File: config.mk
export PLATFORM = sky130hd
export DESIGN_NAME = ucode_store_loader
export DESIGN_NICKNAME = d
export VERILOG_FILES = /design/src/rtl/ucode_store_loader.sv
export SDC_FILE = /design/constraint.sdc
export NUM_CORES = 1
export LEC_CHECK = 0
export BUFFER_PORTS_ARGS = -buffer_cell sky130_fd_sc_hd__buf_2
export CORE_MARGIN = 1
export CORE_UTILIZATION = 32
export DETAILED_ROUTE_END_ITERATION = 7
export HOLD_SLACK_MARGIN = 0.05
export PLACE_DENSITY = 0.58
export RECOVER_POWER = 25
export SETUP_SLACK_MARGIN = 0.5
export SYNTH_ARGS = -nofsm -noshare
export SYNTH_HDL_FRONTEND = slang
export SYNTH_SLANG_ARGS = --single-unit
File: constraint.sdc
create_clock -name Clock -period 2.9 [get_ports Clock]
set_input_delay 0.29 -clock Clock [delete_from_list [all_inputs] [get_ports Clock]]
set_output_delay 0.29 -clock Clock [all_outputs]
set_load 0.005 [all_outputs]
File: src/rtl/ucode_store_loader.sv
// Microcode store writer: streams DEPTH words in, verifies a trailing XOR checksum,
// and releases the sequencer (Run) only after a verified load. The store is read combinationally.
module ucode_store_loader #(
  parameter int DEPTH  = 8,
  parameter int ADDR_W = 3,
  parameter int WORD_W = 12
) (
  input  logic              Clock,
  input  logic              Reset,
  input  logic              Start,
  input  logic              Wr_Valid,
  input  logic [WORD_W-1:0] Wr_Data,
  output logic              Wr_Ready,
  input  logic [ADDR_W-1:0] Rd_Addr,
  output logic [WORD_W-1:0] Rd_Data,
  output logic              Run,
  output logic              Busy,
  output logic              Error,
  output logic [ADDR_W:0]   Word_Count
);

  localparam int CNT_W = ADDR_W + 1;
  localparam logic [CNT_W-1:0] LAST_IDX = CNT_W'(DEPTH - 1);

  localparam logic [2:0] S_IDLE  = 3'd0;
  localparam logic [2:0] S_LOAD  = 3'd1;
  localparam logic [2:0] S_CHECK = 3'd2;
  localparam logic [2:0] S_DONE  = 3'd3;
  localparam logic [2:0] S_ERROR = 3'd4;

  logic [2:0]        state_q, state_d;
  logic [CNT_W-1:0]  count_q, count_d;
  logic [WORD_W-1:0] csum_q, csum_d;
  logic              run_q, run_d;
  logic              busy_q, busy_d;
  logic              error_q, error_d;
  logic              store_we;
  logic              xfer;
  logic [WORD_W-1:0] store_q [DEPTH];

  assign Wr_Ready = (state_q == S_LOAD) || (state_q == S_CHECK);
  assign xfer     = Wr_Valid && Wr_Ready;

  always_ff @(posedge Clock or negedge Reset) begin
    if (!Reset) begin
      state_q <= S_IDLE;
      count_q <= '0;
      csum_q  <= '0;
      run_q   <= 1'b0;
      busy_q  <= 1'b0;
      error_q <= 1'b0;
    end else begin
      state_q <= state_d;
      count_q <= count_d;
      csum_q  <= csum_d;
      run_q   <= run_d;
      busy_q  <= busy_d;
      error_q <= error_d;
    end
  end

  // Start outranks everything, including a coincident transfer.
  always_comb begin
    state_d = state_q;
    if (Start) begin
      state_d = S_LOAD;
    end else begin
      case (state_q)
        S_LOAD:  if (xfer && count_q == LAST_IDX) state_d = S_CHECK;
        S_CHECK: if (xfer) state_d = (Wr_Data == csum_q) ? S_DONE : S_ERROR;
        default: state_d = state_q;
      endcase
    end
  end

  // Status flags are derived from the next state so they are registered alongside it.
  always_comb begin
    count_d  = count_q;
    csum_d   = csum_q;
    store_we = 1'b0;
    if (Start) begin
      count_d = '0;
      csum_d  = '0;
    end else if (state_q == S_LOAD && xfer) begin
      store_we = 1'b1;
      count_d  = count_q + CNT_W'(1);
      csum_d   = csum_q ^ Wr_Data;
    end
    run_d   = (state_d == S_DONE);
    busy_d  = (state_d == S_LOAD) || (state_d == S_CHECK);
    error_d = (state_d == S_ERROR);
  end

  always_ff @(posedge Clock) begin
    if (store_we) store_q[count_q[ADDR_W-1:0]] <= Wr_Data;
  end

  assign Rd_Data    = run_q ? store_q[Rd_Addr] : '0;
  assign Run        = run_q;
  assign Busy       = busy_q;
  assign Error      = error_q;
  assign Word_Count = count_q;

endmodule

==> metrics.log, run 1 <==
[metrics] status: finished, final reports clean
[metrics] data required time of the worst path: 2.61 ns
[metrics] family of cells with the greatest summed delay on the critical path: multiplexers
[metrics] final number of setup-violating endpoints: 0
[metrics] cell depth of the worst flop-to-flop path: 4
[metrics] count of cell types in the netlist: 31
[metrics] DR vias/cell: 4.68
[metrics] clock tree skew after final layout: 0.00824 ns
[metrics] synthesized netlist net count: 299
[metrics] routed wire length: 9340 um
[metrics] Worst IR Drop VDD: 0.348 mV
[metrics] gate count after technology mapping: 279
[metrics] min Tclk post-route: 1.89 ns
[metrics] total number of nets in the final design: 354
[metrics] Tot Pwr: 4080 uW
[metrics] RePlAce Congestion: 0.720
[metrics] post-route clock period utilization: 65.1%
[metrics] layout overhead on the synthesized area: 20.9%
[metrics] f_max: 530 MHz
[metrics] element type at the critical path end: output pin
[metrics] number of clock sinks: 118
[metrics] final count of pins violating max slew: 0
[metrics] instance count along the most critical hold path: 1
[metrics] classification of the worst-slack hold path: input pin to flop
[metrics] synthesized area divided by synthesized cell count: 17.4 um^2
[metrics] Num CTS Buffers: 17
[metrics] leading cell type in the layout, fill and taps excluded: edfxtp_1
[metrics] fraction of layout instances using a drive strength above 1: 27.4%
[metrics] Syn. warnings: 0
[metrics] All-Layer GR Usage: 13.0%
[metrics] RSZ-0062 raised after global routing: no
[metrics] DPL Wire Length: 5680 um
[metrics] overall overflow remaining after global route: 0
[metrics] largest net degree at the start of global routing: 25
[metrics] FP Rows: 44
[metrics] area share of the leading cell type in the synthesized netlist: 59.4%
[metrics] Resized cells post-CTS: 0
[metrics] maximum count of clock buffers along a single path: 2
[metrics] post-synthesis instance area: 4850 um^2
[metrics] Starting Density: 33.1%
[metrics] number of port buffers: 38
[metrics] boundary pin count: 39
[metrics] insertion delay of the later-clocked pin in the worst-skew pair: 0.40 ns
[metrics] number of antenna violations at the first check in global routing: 0
[metrics] wire length of the first global-routing pass: 14,900 um
[metrics] startpoint of the worst hold path: Wr_Data[1]
[metrics] crit path buf inv count: 1
[metrics] maximum fanout encountered on the critical timing path: 1
[metrics] worst slew slack as a fraction of its limit: 60.2%
[metrics] number of DRC violations after detailed-routing iteration 0: 227
[metrics] Cell Pwr Density: 696 nW/um^2
[metrics] top post-synthesis cells by area: edfxtp_1 (59%), dfrtp_1 (11%), mux4_2 (11%)
[metrics] flop-to-flop setup slack: 1.15 ns
[metrics] reported leakage power: 0.00216 uW
[metrics] Crit Reg-Reg Startpoint: csum_q[0]
[metrics] post-synth top area cell: edfxtp_1
[metrics] x dimension of the die: 125 um
[metrics] maximum level of the CTS H-tree: 4
[metrics] iteration count of the initial detailed-routing pass: 6
[metrics] clock tree from TritonCTS: built
[metrics] vias after detailed routing: 2,487
[metrics] Final ANT Viol Nets: 0
[metrics] class of the most critical setup path: flop to output pin
[metrics] top library cells by usage in the layout, fill and taps aside: edfxtp_1 (96), buf_2 (29), xor2_1 (26), nor2_1 (25), mux4_2 (24)
[metrics] actual transition at the worst max-transition pin: 0.596 ns
[metrics] TNS Setup: 0 ns
[metrics] number of global-route vias before repair: 2,710
[metrics] number of hold-slack violations in the final timing report: 0
[metrics] critical path, cell by cell: mux4_2, mux2i_1, nor2b_1, buf_2
[metrics] post-synthesis sequential area ratio: 70.8%
[metrics] Hold Crit Endpoint: store_q[5][1]
[metrics] CP peak stage delay: 0.46 ns
[metrics] number of remaining DRC errors: 0
[metrics] arrival time at the worst endpoint: 1.60 ns
[metrics] DIE AREA: 15,700 um^2
[metrics] Chip Height: 125 um
[metrics] # fillers: 1,345
[metrics] maxcap violations: 0
[metrics] area of the core: 14,600 um^2
[metrics] clock slew at the register clock pins of the worst setup and hold paths: 0.05 ns
[metrics] antenna cells: 0
[metrics] clock tree root buffer cell: clkbuf_16
[metrics] wire length per cell after detailed routing: 17.6 um
[metrics] critical register-to-register path endpoint: Run
[metrics] number of synthesized register bits: 118
[metrics] cell type of the slowest stage on the worst timing path: mux4_2
[metrics] Worst Setup Start Kind: flop
metal layers:
layer | routed length, um | GRT usage, % | vias to the layer above
met2 | 4460 | 21.1 | 49
met3 | 452 | 3.94 | 6
met4 | 54 | 4.16 | 0
li1 | - | - | 1169
met1 | 4380 | 16.7 | 1263
met5 | 0 | 0 | -
per-stage QoR:
step | std cells | area, um^2 | hold WS (ns) | utilization (%) | worst slack, ns
2_1_floorplan | 279 | 4860 | -0.00559 | - | 0.523
3_5_place_dp | 498 | 5300 | 0.300 | 36.2 | 0.988
3_3_place_gp | 498 | 5300 | 0.294 | 36.2 | 1.00
4_1_cts | 531 | 5880 | 0.183 | 40.1 | 0.961
5_1_grt | 531 | 5870 | 0.245 | 40.1 | 0.915
6_report | 531 | 5870 | 0.256 | 40.1 | 1.01
flip-flops by register name, indices dropped and copies added (netlist names):
register    cells
csum_q         12
store_q        96
Busy            1
Word_Count      4
Error           1
Run             1
state_q         3
logic make-up (layout without fill, tap and decap cells):
kind of cell,count (synthesis),in the layout,synth area share [%]
DFF,118,118,70.8
and+or+nand+nor,72,72,7.35
muxes,37,37,13.8
xor gates and xnor gates,27,27,4.87
buffers and inverters,15,83,1.52
AOI/OAI and AO/OA,9,9,1.39
adders and majority gates,1,1,0.258
area by class of cell:
cell class	instances	area, um^2	area share, %
Timing Repair Buffer	49	277	4.71
Inverter	2	7.51	0.128
Clock buffer	18	429	7.32
Sequential cell	118	3430	58.5
Clock inverter	14	135	2.30
Tap cell	184	230	3.92
Multi-Input combinational cell	146	1350	23.1
Yosys cell counts, drive strengths merged:
library cell  count
dfrtp            22
edfxtp           96
nor2b            12
xor2             26
xnor2             1
o31a              1
nand2            16
mux2i            13
clkbuf            3
o21ai             2
nand4b            1
or2               1
a21o              1
nand4             1
a31o              1
a2111oi           1
inv               2
nor2             25
nand2b            6
and4bb            1
mux4             24
nor4              3
a21oi             2
nor3              3
nor3b             1
a21boi            1
ha                1
buf              10
nand3b            2
power by group:
| group | leakage [uW] | switching [uW] | internal [uW] | total, uW |
|---|---|---|---|---|
| sequential | 0.00115 | 23.5 | 1870 | 1900 |
| clock | 0.000270 | 725 | 1250 | 1980 |
| combinational | 0.000732 | 119 | 89.0 | 208 |
| total | 0.00216 | 867 | 3220 | 4080 |
worst max-delay path by stage:
stage	endpoint	slack [ns]	from	depth (start not counted)
after floorplan	store_q[0][0]	0.52	state_q[2]	5
after global placement	Rd_Data[0]	1.00	Rd_Addr[1]	5
after detailed placement	Rd_Data[0]	0.99	Rd_Addr[1]	5
after CTS	Rd_Data[0]	0.96	store_q[7][0]	4
after global routing	Rd_Data[4]	0.91	store_q[3][4]	4
final	Rd_Data[0]	1.01	store_q[7][0]	4
timing repair:
action | CTS | global route
setup buffers | 0 | 0
hold buffers | 1 | 0
endpoints found under the hold margin | 22 | 0
Note: power is estimated with default switching activity, not from simulation.
==> run 2: changes to the inputs <==
--- a/config.mk
+++ b/config.mk
@@ -5,6 +5,7 @@
 export SDC_FILE = /design/constraint.sdc
 export NUM_CORES = 1
 export LEC_CHECK = 0
+export ABC_AREA = 1
 export BUFFER_PORTS_ARGS = -buffer_cell sky130_fd_sc_hd__buf_2
 export CORE_MARGIN = 1
 export CORE_UTILIZATION = 32
==> constraint.sdc (replaced) <==
create_clock -name Clock -period 1.8 [get_ports Clock]
set_input_delay 0.18 -clock Clock [delete_from_list [all_inputs] [get_ports Clock]]
set_output_delay 0.18 -clock Clock [all_outputs]
set_load 0.005 [all_outputs]
==> metrics.log, run 2 <==
[metrics] maximum count of clock buffers along a single path: 2
[metrics] fraction of power consumed by combinational cells: 15.3%
[metrics] violations in the final reports: setup timing
[metrics] Synth top cells by count: nor2_1 (107), edfxtp_1 (96), nand2_1 (55)
[metrics] antenna cells: 0
[metrics] top_reg_cell synth: edfxtp_1
[metrics] synthesized area divided by synthesized cell count: 11.3 um^2
[metrics] most common cell in the netlist: nor2_1
[metrics] Reg power frac: 41.1%
[metrics] actual transition at the worst max-transition pin: 0.527 ns
[metrics] number of clock sinks: 118
[metrics] Cell Pwr Density: 1110 nW/um^2
[metrics] number of DRC violations after detailed-routing iteration 0: 266
[metrics] wire length of the first global-routing pass: 18,900 um
[metrics] Worst Setup Start Kind: flop
[metrics] clock share of power: 43.6%
[metrics] synthesized netlist net count: 458
[metrics] RePlAce Congestion: 0.802
[metrics] source of the critical timing path: state_q[2]
[metrics] DIE AREA: 16,000 um^2
[metrics] worst slew slack as a fraction of its limit: 64.9%
[metrics] DPL Wire Length: 7530 um
[metrics] area of combinational cells with multiple inputs: 1660 um^2
[metrics] layout overhead on the synthesized area: 39.7%
[metrics] element type at the critical path end: flop
[metrics] maximum fanout encountered on the critical timing path: 6
[metrics] post-synthesis sequential area ratio: 69.4%
[metrics] area of the core: 15,100 um^2
[metrics] Worst IR Drop VDD: 0.538 mV
[metrics] min Tclk post-route: 1.87 ns
[metrics] reported leakage power: 0.00265 uW
[metrics] flop-to-flop setup slack: -0.07 ns
[metrics] boundary pin count: 39
[metrics] data required time of the worst path: 1.93 ns
[metrics] vias after detailed routing: 3,530
[metrics] number of antenna violations at the first check in global routing: 0
[metrics] Crit Reg-Reg Startpoint: state_q[2]
[metrics] FP Rows: 45
[metrics] number of placed instances, taps included: 667
[metrics] final count of pins violating max slew: 0
[metrics] final critical-path setup slack: -0.0724 ns
[metrics] DR vias/cell: 4.86
[metrics] clock tree skew after final layout: 0.00920 ns
[metrics] CP Capture Point: store_q[2][9]
[metrics] maximum level of the CTS H-tree: 4
[metrics] final cell count without fillers: 726
[metrics] status: finished, violations left
[metrics] fraction of layout instances using a drive strength above 1: 36.4%
[metrics] maxcap violations: 0
[metrics] wire length per cell after detailed routing: 16.7 um
[metrics] count of cell types in the netlist: 28
[metrics] largest net degree at the start of global routing: 49
[metrics] total number of nets in the final design: 545
[metrics] gate count after technology mapping: 438
[metrics] class of the most critical setup path: flop to flop
[metrics] async set-reset flop share out of synthesis: 18.6%
[metrics] cell depth of the worst flop-to-flop path: 10
[metrics] number of enable flip-flop cells after synthesis: 96
[metrics] insertion delay of the later-clocked pin in the worst-skew pair: 0.41 ns
[metrics] Power Internal: 5770 uW
[metrics] final number of setup-violating endpoints: 49
[metrics] number of global-route vias before repair: 3,642
[metrics] Chip Height: 126 um
[metrics] number of synthesized register bits: 118
[metrics] switching pwr: 1890 uW
[metrics] overall overflow remaining after global route: 0
[metrics] Num CTS Buffers: 17
[metrics] RSZ-0062 raised after global routing: yes
[metrics] switching portion of total power: 24.7%
[metrics] top library cells by usage in the layout, fill and taps aside: edfxtp_1 (96), nor2_1 (93), nand2_1 (42), buf_2 (29), inv_1 (27)
[metrics] number of remaining DRC errors: 0
[metrics] post-route clock period utilization: 104%
[metrics] Worst Hold Margin: 0.148 ns
[metrics] leading cell type in the layout, fill and taps excluded: edfxtp_1
[metrics] routed wire length: 12,100 um
[metrics] x dimension of the die: 126 um
[metrics] critical register-to-register path endpoint: store_q[2][9]
[metrics] Final ANT Viol Nets: 0
[metrics] f_max: 534 MHz
[metrics] top post-synthesis cells by area: edfxtp_1 (58%), dfrtp_1 (11%), nor2_1 (8.1%)
[metrics] Starting Density: 32.6%
[metrics] Syn. warnings: 0
[metrics] clock tree from TritonCTS: built
[metrics] # fillers: 1,332
[metrics] number of port buffers: 38
[metrics] clock tree root buffer cell: clkbuf_16
[metrics] All-Layer GR Usage: 15.8%
[metrics] post-synth top area cell: edfxtp_1
[metrics] classification of the worst-slack hold path: input pin to flop
[metrics] total area of sequential cells: 3430 um^2
[metrics] clock slew at the register clock pins of the worst setup and hold paths: 0.06 ns
[metrics] post-synthesis instance area: 4940 um^2
[metrics] number of hold-slack violations in the final timing report: 0
[metrics] Largest register FFs: 96
[metrics] iteration count of the initial detailed-routing pass: 4
[metrics] area share of the leading cell type in the synthesized netlist: 58.3%
[metrics] arrival time at the worst endpoint: 2.00 ns
run 2: cell types whose count changed in the layout (fill, tap and decap cells not counted), sizes merged, moves of 26 or more:
cell / delta
o21ai: +38
nor2: +86
inv: +35
buf: +40
nand2: +40
xor2: -26
run 2: through the flow:
step | util (%) | instance area, um^2 | worst slack (ns) | total power [uW] | setup TNS [ns]
2_1_floorplan | - | 5020 | -0.0389 | 3630 | -2.12
3_3_place_gp | 37.1 | 5620 | 0.000467 | 3920 | 0
3_5_place_dp | 37.1 | 5620 | -0.0411 | 3940 | -1.66
4_1_cts | 44.5 | 6730 | -0.0346 | 7590 | -0.699
5_1_grt | 45.6 | 6910 | -0.208 | 7940 | -10.76
6_report | 45.6 | 6910 | -0.0724 | 7650 | -2.18
run 2: cells by family (layout without fill, tap and decap cells):
kind of cell             Yosys count  after routing  share of synthesized area (%)
AND/OR/NAND/NOR                  179            179                           14.4
flip-flops                       118            118                           69.4
AO/OA/AOI/OAI                     79             79                           10.5
buffers and inverters             59            159                           5.06
XOR/XNOR                           2              2                          0.354
adder cells (fa/ha/maj)            1              1                          0.253
run 2: worst min-delay path by stage:
stage	startpoint	end	slack (ns)	depth (start not counted)
after floorplan	Reset	Busy	-0.12	0
after global placement	Reset	csum_q[3]	0.18	1
final	Wr_Data[1]	csum_q[1]	0.15	4
after CTS	Wr_Data[4]	store_q[1][4]	0.09	1
after detailed placement	Reset	csum_q[11]	0.19	1
after global routing	Wr_Data[6]	store_q[4][6]	0.15	1
run 2: final cells by class:
cell class              count  area share, %
repair buffers             88           12.1
inverters                  39           2.17
clock buffers              18           6.21
clock inverters            14           2.32
multi-input cells         261           24.0
well taps                 188           3.41
flip-flops and latches    118           49.7
run 2: critical path, stage by stage (launching register included):
cell     delay, ns
dfrtp_1       0.39
nor3_2        0.21
inv_1         0.09
nor2_2        0.09
inv_2         0.06
nor2_4        0.16
nand2_4       0.09
buf_12        0.13
nor3_4        0.11
buf_6         0.15
buf_12        0.11
run 2: per-layer routing:
layer	part of all wire, %	GRT usage, %
met2	50	25.9
met1	45	20.0
met3	2.8	3.92
met5	0	0
met4	1.8	6.31
run 2: power by group through the flow:
stage	sequential [uW]	clock (uW)	combinational, uW
finish	3150	3340	1170
detailed placement	3200	0	742
global route	3160	3510	1270
CTS	3150	3380	1060
floorplan	3180	0	448
global placement	3190	0	724
run 2: timing repair:
action	in CTS	in global routing
resized for setup	91	43
hold buffers	2	0
endpoints found under the hold margin	23	0
cloned	2	0
buffers inserted	19	4
setup endpoints to repair	132	133
pin swaps	40	35
==> run 3: changes to the inputs <==
--- a/config.mk
+++ b/config.mk
@@ -8,10 +8,10 @@
 export ABC_AREA = 1
 export BUFFER_PORTS_ARGS = -buffer_cell sky130_fd_sc_hd__buf_2
 export CORE_MARGIN = 1
-export CORE_UTILIZATION = 32
+export CORE_UTILIZATION = 30
 export DETAILED_ROUTE_END_ITERATION = 7
 export HOLD_SLACK_MARGIN = 0.05
-export PLACE_DENSITY = 0.58
+export PLACE_DENSITY = 0.56
 export RECOVER_POWER = 25
 export SETUP_SLACK_MARGIN = 0.5
 export SYNTH_ARGS = -nofsm -noshare
==> constraint.sdc (replaced) <==
create_clock -name Clock -period 1.94 [get_ports Clock]
set_input_delay 0.194 -clock Clock [delete_from_list [all_inputs] [get_ports Clock]]
set_output_delay 0.194 -clock Clock [all_outputs]
set_load 0.005 [all_outputs]
==> metrics.log, run 3 (synthesis gave the netlist of run 2 again) <==
[metrics] x dimension of the die: 130 um
[metrics] critical register-to-register path endpoint: store_q[3][11]
[metrics] Reg power frac: 44.1%
[metrics] Hold Crit Endpoint: store_q[4][8]
[metrics] number of global-route vias before repair: 3,547
[metrics] maximum level of the CTS H-tree: 4
[metrics] Final ANT Viol Nets: 0
[metrics] Chip Height: 130 um
[metrics] maxcap violations: 0
[metrics] overall overflow remaining after global route: 0
[metrics] class of the most critical setup path: flop to flop
[metrics] amount of wire on met3 after detailed routing: 724 um
[metrics] area of the core: 16,000 um^2
[metrics] f_max: 550 MHz
[metrics] flop-to-flop setup slack: 0.12 ns
[metrics] element type at the critical path end: flop
[metrics] top library cells by usage in the layout, fill and taps aside: nor2_1 (102), edfxtp_1 (96), nand2_1 (52), inv_1 (35), buf_2 (29)
[metrics] FP Rows: 46
[metrics] Worst IR Drop VDD: 0.715 mV
[metrics] DR vias/cell: 4.86
[metrics] TNS Setup: 0 ns
[metrics] maximum count of clock buffers along a single path: 2
[metrics] final count of pins violating max slew: 0
[metrics] Cell Pwr Density: 1020 nW/um^2
[metrics] Largest register FFs: 96
[metrics] highest metal layer used by the detailed router: met4
[metrics] cell type of the slowest stage on the worst timing path: dfrtp_1
[metrics] core occupancy in the finished layout: 40.8%
[metrics] routed wire length: 12,400 um
[metrics] critical path, cell by cell: nor3_2, inv_2, nor2_2, inv_2, nor2_4, inv_4, nor4_4, buf_12
[metrics] Worst Hold Margin: 0.156 ns
[metrics] status: finished, final reports clean
[metrics] number of antenna violations at the first check in global routing: 1
[metrics] family of cells with the greatest summed delay on the critical path: simple AND/OR/NAND/NOR gates
[metrics] final design area excluding fillers: 6520 um^2
[metrics] number of port buffers: 38
[metrics] leading cell type in the layout, fill and taps excluded: nor2_1
[metrics] final number of setup-violating endpoints: 0
[metrics] clock tree skew after final layout: 0.00560 ns
[metrics] clock share of power: 43.9%
[metrics] RSZ-0062 raised after global routing: yes
[metrics] wire length of the first global-routing pass: 18,800 um
[metrics] switching pwr: 1610 uW
[metrics] instance count along the most critical hold path: 1
[metrics] number of clock sinks: 118
[metrics] met2 wire len: 6000 um
[metrics] met1 layer wirelength in the final routing: 5520 um
[metrics] clock slew at the register clock pins of the worst setup and hold paths: 0.05 ns
[metrics] min Tclk post-route: 1.82 ns
[metrics] fraction of power consumed by combinational cells: 12.0%
[metrics] total number of nets in the final design: 526
[metrics] clock tree root buffer cell: clkbuf_16
[metrics] number of remaining DRC errors: 0
[metrics] worst slew slack as a fraction of its limit: 66.3%
[metrics] maximum fanout encountered on the critical timing path: 12
[metrics] number of DRC violations after detailed-routing iteration 0: 202
[metrics] Worst Setup Start Kind: flop
[metrics] largest net degree at the start of global routing: 49
[metrics] CP peak stage delay: 0.41 ns
[metrics] DIE AREA: 17,000 um^2
[metrics] crit path buf inv count: 4
[metrics] Crit Reg-Reg Startpoint: state_q[1]
[metrics] Starting Density: 30.9%
[metrics] reported leakage power: 0.00248 uW
[metrics] iteration count of the initial detailed-routing pass: 5
[metrics] insertion delay of the later-clocked pin in the worst-skew pair: 0.41 ns
[metrics] startpoint of the worst hold path: Wr_Data[8]
[metrics] Cell Area, Placed: 5630 um^2
[metrics] vias after detailed routing: 3,565
[metrics] wire length per cell after detailed routing: 16.9 um
[metrics] post-route clock period utilization: 93.7%
[metrics] layout overhead on the synthesized area: 31.9%
[metrics] data required time of the worst path: 2.05 ns
[metrics] RePlAce Congestion: 0.775
[metrics] classification of the worst-slack hold path: input pin to flop
[metrics] boundary pin count: 39
[metrics] switching portion of total power: 24.3%
[metrics] arrival time at the worst endpoint: 1.93 ns
[metrics] actual transition at the worst max-transition pin: 0.506 ns
[metrics] Num CTS Buffers: 17
[metrics] clock tree from TritonCTS: built
[metrics] Power Internal: 5030 uW
[metrics] number of hold-slack violations in the final timing report: 0
[metrics] DPL Wire Length: 7350 um
[metrics] All-Layer GR Usage: 15.2%
[metrics] fraction of layout instances using a drive strength above 1: 26.3%
[metrics] cell repeated most along the worst path: inv_2
[metrics] cell depth of the worst flop-to-flop path: 8
[run 3: cell count changes in the layout (fill, tap and decap cells not counted), sizes merged]
| cell | delta |
|---|---|
| clkinvlp | +1 |
| diode | +1 |
| bufinv | -1 |
| buf | -22 |
| clkbuf | +5 |
| clkinv | -4 |
[run 3: metrics by stage]
step / setup WS [ns] / total power [uW] / cells
final: 0.123 / 6640 / 734
after global routing: 0.00696 / 6910 / 733
after CTS: 0.166 / 6620 / 727
after detailed placement: 0.0420 / 3640 / 690
after global placement: 0.0666 / 3620 / 690
after floorplan: 0.101 / 3370 / 438
[run 3: power by group through the flow]
stage	logic (uW)	clock network, uW	registers [uW]
finish	799	2920	2930
global route	881	3090	2940
CTS	732	2960	2920
detailed placement	668	0	2970
global placement	657	0	2960
floorplan	416	0	2950
[run 3: layer usage]
layer  up-vias  GRT usage, %
met3        13          5.05
met5         -             0
li1       1675             -
met1      1777          19.9
met4         0          4.26
met2       100          24.0
[run 3: how the worst max path moves through the flow]
stage / depth (start not counted) / slack [ns] / endpoint / startpoint
detailed placement: 8 / 0.04 / store_q[4][7] / state_q[2]
CTS: 8 / 0.17 / store_q[3][11] / state_q[2]
floorplan: 7 / 0.10 / store_q[0][0] / state_q[2]
finish: 8 / 0.12 / store_q[3][11] / state_q[1]
global placement: 8 / 0.07 / store_q[4][6] / state_q[2]
global route: 8 / 0.007 / store_q[3][11] / state_q[2]
[run 3: cell type report]
cell class,count,area [um^2]
antenna,1,2.50
clock buffer,20,437
clock inverter,10,109
fill,1535,9480
inverter,39,149
multi-input combinational,261,1540
sequential,118,3430
tap,216,270
timing repair buffer,69,582
[run 3: timing repair]
action	in CTS	in global routing
cloned	0	1
hold buffers	2	0
buffers inserted	5	5
endpoints found under the setup margin	122	128
resized for setup	36	35
pin swaps	11	16
hold endpoints to repair	23	0
